--- config.mk ---
export PLATFORM = sky130hd
export DESIGN_NAME = systolic_skew_feeder
export DESIGN_NICKNAME = d
export VERILOG_FILES = /design/src/rtl/systolic_skew_feeder_pkg.sv /design/src/rtl/systolic_skew_feeder_lane_sel.sv /design/src/rtl/systolic_skew_feeder.sv
export SDC_FILE = /design/constraint.sdc
export NUM_CORES = 1
export LEC_CHECK = 0
export CORE_ASPECT_RATIO = 0.9
export CORE_MARGIN = 1
export CORE_UTILIZATION = 50
export CTS_CLUSTER_DIAMETER = 50
export DETAILED_ROUTE_END_ITERATION = 7
export HOLD_SLACK_MARGIN = 0.08
export PLACE_DENSITY = 0.74
export SYNTH_ARGS = -nofsm -noshare
export SYNTH_HDL_FRONTEND = slang
export SYNTH_HIERARCHICAL = 1
export SYNTH_SLANG_ARGS = --single-unit
--- constraint.sdc ---
create_clock -name clk -period 2.34 [get_ports clk]
set_input_delay 0.468 -clock clk [delete_from_list [all_inputs] [get_ports clk]]
set_output_delay 0.468 -clock clk [all_outputs]
set_load 0.005 [all_outputs]
--- src/rtl/systolic_skew_feeder_pkg.sv ---
// Shared types and sizing helpers for the systolic activation feeder.
package tpu_pkg;

  typedef enum logic {
    IDLE   = 1'b0,
    STREAM = 1'b1
  } feeder_state_t;

  function automatic int skew_len(int n, int k);
    return k + n - 1;
  endfunction

  // Step counter must hold 0..K+N-1; never narrower than one bit.
  function automatic int cnt_width(int n, int k);
    int w;
    w = $clog2(n + k);
    return (w < 1) ? 1 : w;
  endfunction

  localparam int DEFAULT_CNT_W = cnt_width(2, 2);

endpackage

--- src/rtl/systolic_skew_feeder_lane_sel.sv ---
// Per-lane element select: lane LANE shows element (cnt - LANE) when inside its window.
module skew_lane_sel
  import tpu_pkg::*;
#(
  parameter int LANE   = 0,
  parameter int K      = 2,
  parameter int DATA_W = 8,
  parameter int CNT_W  = DEFAULT_CNT_W
) (
  input  logic [K*DATA_W-1:0] elems,
  input  logic [CNT_W-1:0]    cnt,
  output logic [DATA_W-1:0]   elem,
  output logic                valid
);

  always_comb begin
    elem  = '0;
    valid = 1'b0;
    for (int k = 0; k < K; k++) begin
      if (int'(cnt) == LANE + k) begin
        elem  = elems[k*DATA_W +: DATA_W];
        valid = 1'b1;
      end
    end
  end

endmodule

--- src/rtl/systolic_skew_feeder.sv ---
// Accepts an N x K activation tile and streams it out diagonally skewed, one lane per array row.
// state  | meaning
// IDLE   | no tile held, outputs zero, ready for a tile
// STREAM | stepping cnt through 0..S-1, ready again only on the last step
module systolic_skew_feeder
  import tpu_pkg::*;
#(
  parameter int N      = 2,
  parameter int K      = 2,
  parameter int DATA_W = 8
) (
  input  logic                  clk,
  input  logic                  reset,
  input  logic                  in_valid,
  output logic                  in_ready,
  input  logic [N*K*DATA_W-1:0] a_tile,
  output logic [N*DATA_W-1:0]   a_out,
  output logic [N-1:0]          lane_valid,
  output logic                  busy,
  output logic                  tile_done
);

  localparam int S     = skew_len(N, K);
  localparam int LAST  = S - 1;
  localparam int CNT_W = cnt_width(N, K);

  feeder_state_t         state_q, state_d;
  logic [CNT_W-1:0]      cnt_q, cnt_d;
  logic [N*K*DATA_W-1:0] tile_q, tile_d;
  logic                  at_last, accept, active_d;
  logic [DATA_W-1:0]     lane_elem [N];
  logic [N-1:0]          lane_vld;

  assign at_last  = (state_q == STREAM) && (cnt_q == CNT_W'(LAST));
  assign in_ready = !reset && ((state_q == IDLE) || at_last);
  assign accept   = in_valid && in_ready;

  always_comb begin
    state_d = state_q;
    cnt_d   = cnt_q;
    tile_d  = tile_q;
    if (accept) begin
      state_d = STREAM;
      cnt_d   = '0;
      tile_d  = a_tile;
    end else if (state_q == STREAM) begin
      if (at_last) begin
        state_d = IDLE;
        cnt_d   = '0;
      end else begin
        cnt_d = cnt_q + CNT_W'(1);
      end
    end
  end

  assign active_d = (state_d == STREAM);

  // Lanes look at the next step so outputs can be registered with no extra latency.
  for (genvar r = 0; r < N; r++) begin : g_lane
    skew_lane_sel #(
      .LANE  (r),
      .K     (K),
      .DATA_W(DATA_W),
      .CNT_W (CNT_W)
    ) u_sel (
      .elems(tile_d[r*K*DATA_W +: K*DATA_W]),
      .cnt  (cnt_d),
      .elem (lane_elem[r]),
      .valid(lane_vld[r])
    );
  end

  always_ff @(posedge clk) begin
    if (reset) begin
      state_q    <= IDLE;
      cnt_q      <= '0;
      tile_q     <= '0;
      a_out      <= '0;
      lane_valid <= '0;
      busy       <= 1'b0;
      tile_done  <= 1'b0;
    end else begin
      state_q <= state_d;
      cnt_q   <= cnt_d;
      tile_q  <= tile_d;
      for (int r = 0; r < N; r++) begin
        a_out[r*DATA_W +: DATA_W] <= active_d ? lane_elem[r] : '0;
      end
      lane_valid <= active_d ? lane_vld : '0;
      busy       <= active_d;
      tile_done  <= active_d && (cnt_d == CNT_W'(LAST));
    end
  end

endmodule

==> flow_summary.yaml <==
critical_path:
  critical_path_required_ps: 2560
  start_kind: "input port"
  rrSetupSlack_ps: 320
  cp-end-kind: "flip-flop"
  reg2reg_from: "state_q$_SDFF_PP0_"
  worstSetupPathType: "in2reg"
  critical_path.startpoint: "in_valid"
  crit_path_max_fanout: 7
  cp.arrival_ps: 2350
  reg2reg_depth: 8
  r2r-end: "a_out[15]$_SDFF_PP0_"
  cp-endpoint: "a_out[15]$_SDFF_PP0_"
yosys:
  ys_seq_area_share_pct: 37.7
  synthesis.nets: 277
  synthCells: 240
  synth_area_um2: 2870
  ys_seq_elements: 54
  yosysUniqueCellTypes: 25
  ys.warnings.count: 6
  syn_area_per_cell_um2: 11.9
routing:
  antenna_left: 0
  via_per_inst: 5.01
  drcViolationCount: 0
  drt_pass1_iterations: 4
  routedWlPerCell_um: 14.5
  totalWireLength_um: 5430
  first_iter_violations: 87
  vias: 1869
die:
  io_pins: 56
  fp.dieW_um: 81.8
  initial_core_util_pct: 53.3
  row_count: 25
  core_area_um2: 5380
  die-area_um2: 6040
  die_h_um: 73.8
global_routing:
  grt_start_max_net_pins: 55
  grt.total_usage_pct: 19.9
  grt_pass1_vias: 1799
  grt_remaining_overflow: 0
  grt_pass1_wl_um: 8880
  antenna_found_initial: 0
power_and_ir_drop:
  power_per_cell_area_nw_per_um2: 543
  irDropWorstVdd_v: 0.000290
  p_int_uw: 1490
  p_comb_share_pct: 24.0
  power.share.clock_pct: 25.2
  leakagePower_uw: 0.00164
  switching_power_uw: 482
  seq_power_share_pct: 50.8
  switching_share_pct: 24.4
hold_path:
  min_delay_path_depth: 2
  hold_path_class: "reg2reg"
  worstHoldStart: "cnt_q[0]$_SDFF_PP0_"
status:
  status: "finished, final reports clean"
sta:
  fin_skew_ps: 4.38
  hold_viol: 0
  rsz0062_at_grt: "false"
  finalSetupViolations: 0
  fin_setup_tns_ps: 0
  slew_headroom_pct: 63.1
  min_period_over_period_pct: 91.1
  fmax_ghz: 0.469
  worstMarginPinSlew_ps: 553
  final_max_slew_viol_count: 0
  min_period_ps: 2130
clocking:
  clkSinkCount: 54
  hold_buffers: 0
  post_cts_buffers: 0
  cts-root-buf: "clkbuf_8"
  clk_latency_ps: 310
  htreeDepth: 2
  clk_path_buf_depth: 2
  cts_tree: "done"
  clkTransAtPathRegs_ps: 90
  cts_resized: 0
  cts_buffers: 5
placement:
  gp_congestion: 0.754
  placedCellCount: 366
  numPortBuffers: 55
  hpwl_um: 3860
final_layout:
  post_route_cells_drive_above_1_share_pct: 31.7
  n_antenna_cell: 0
  syn2layout_area_growth_pct: 27.0
  fin_cells: 373
  fin_util_pct: 67.6
  num-nets-final: 343
run:
  maxCapViolations: 0
[Yosys cell counts, drive strengths merged]
| cell | number | area (um^2) |
|---|---|---|
| a22o | 7 | 61.3 |
| nor2b | 33 | 214 |
| nand3b | 1 | 7.51 |
| a21bo | 1 | 10.0 |
| or3 | 1 | 6.26 |
| mux2 | 64 | 946 |
| nor3b | 18 | 135 |
| mux2i | 8 | 80.1 |
| nor2 | 11 | 41.3 |
| a21boi | 1 | 7.51 |
| inv | 5 | 18.8 |
| clkbuf | 4 | 15.0 |
| a21oi | 6 | 33.8 |
| ha | 2 | 25.0 |
| buf | 15 | 134 |
| dfxtp | 54 | 1080 |
| o21ai | 1 | 5.00 |
| nand2b | 1 | 13.8 |
| nand2 | 6 | 22.5 |
| and2b | 1 | 7.51 |
[critical path, cell delays in order]
cell and delay (ps):
clkdlybuf4s50_1 430, and2b_1 180, a21boi_1 140, a21oi_1 170
buf_4 140, ha_1 170, nor2b_4 250, a22o_1 170
nor3b_1 220
[power groups by stage]
stage | logic [uW] | registers [uW] | clock network, uW
3_3_place_gp | 465 | 1020 | 0
6_report | 473 | 1000 | 499
5_1_grt | 507 | 1010 | 554
4_1_cts | 476 | 1000 | 513
2_1_floorplan | 314 | 1020 | 0
3_5_place_dp | 472 | 1020 | 0
[state kept, by name, summed over array words and instances, names as in the netlist]
signal / cells
a_out: 16
cnt_q: 2
tile_q: 32
state_q: 1
tile_done: 1
lane_valid: 2
[layer usage]
metal / part of all wire, % / vias to the layer above / global-route usage (%)
li1: - / 951 / -
met1: 50 / 874 / 26.8
met2: 45 / 37 / 30.9
met3: 3.5 / 7 / 5.59
met4: 1.1 / 0 / 5.85
met5: 0 / - / 0
[per-stage QoR]
step | hold slack, ps | area, um^2 | setup WS (ps) | power (uW)
2_1_floorplan | 471 | 2870 | 164 | 1330
3_3_place_gp | 490 | 3560 | -87.8 | 1490
3_5_place_dp | 504 | 3560 | -105 | 1500
4_1_cts | 517 | 3640 | 196 | 1990
5_1_grt | 550 | 3640 | 45.0 | 2070
6_report | 518 | 3640 | 208 | 1980
[how the worst min path moves through the flow]
stage | end | slack, ps
detailed placement | cnt_q[0]$_SDFF_PP0_ | 500
global route | cnt_q[0]$_SDFF_PP0_ | 550
CTS | cnt_q[0]$_SDFF_PP0_ | 520
floorplan | cnt_q[0]$_SDFF_PP0_ | 470
global placement | cnt_q[0]$_SDFF_PP0_ | 490
finish | cnt_q[0]$_SDFF_PP0_ | 520
[layout by cell type, fill, tap and decap left out, types with 2 or more instances in the layout]
cell type / synthesis / layout
a21oi_1: 5 / 5
clkdlybuf4s50_1: 0 / 54
nor2b_1: 32 / 32
buf_4: 0 / 20
nor2_1: 11 / 11
inv_1: 5 / 5
nand2_1: 6 / 6
dfxtp_1: 54 / 54
clkbuf_8: 0 / 5
mux2i_1: 8 / 8
clkbuf_1: 4 / 2
nor3b_1: 18 / 18
mux2_4: 60 / 60
mux2_2: 4 / 4
ha_1: 2 / 2
a22o_1: 7 / 7
buf_12: 0 / 3
[area by class of cell]
cell class	count	area (um^2)
flip-flops and latches	54	1080
multi-input cells	162	1620
fillers	425	1740
well taps	67	83.8
clock buffers	7	76.3
inverters	5	18.8
repair buffers	78	756
[cells by family (layout without fill, tap and decap cells)]
logic type / after synthesis / in the layout / synth area share (%)
compound gates: 16 / 16 / 4.10
fa+ha+maj: 2 / 2 / 0.873
mux: 72 / 72 / 35.8
buf+inv: 24 / 90 / 5.85
flops: 54 / 54 / 37.7
simple gates: 72 / 72 / 15.6
Power figures use the tool's default switching activity.
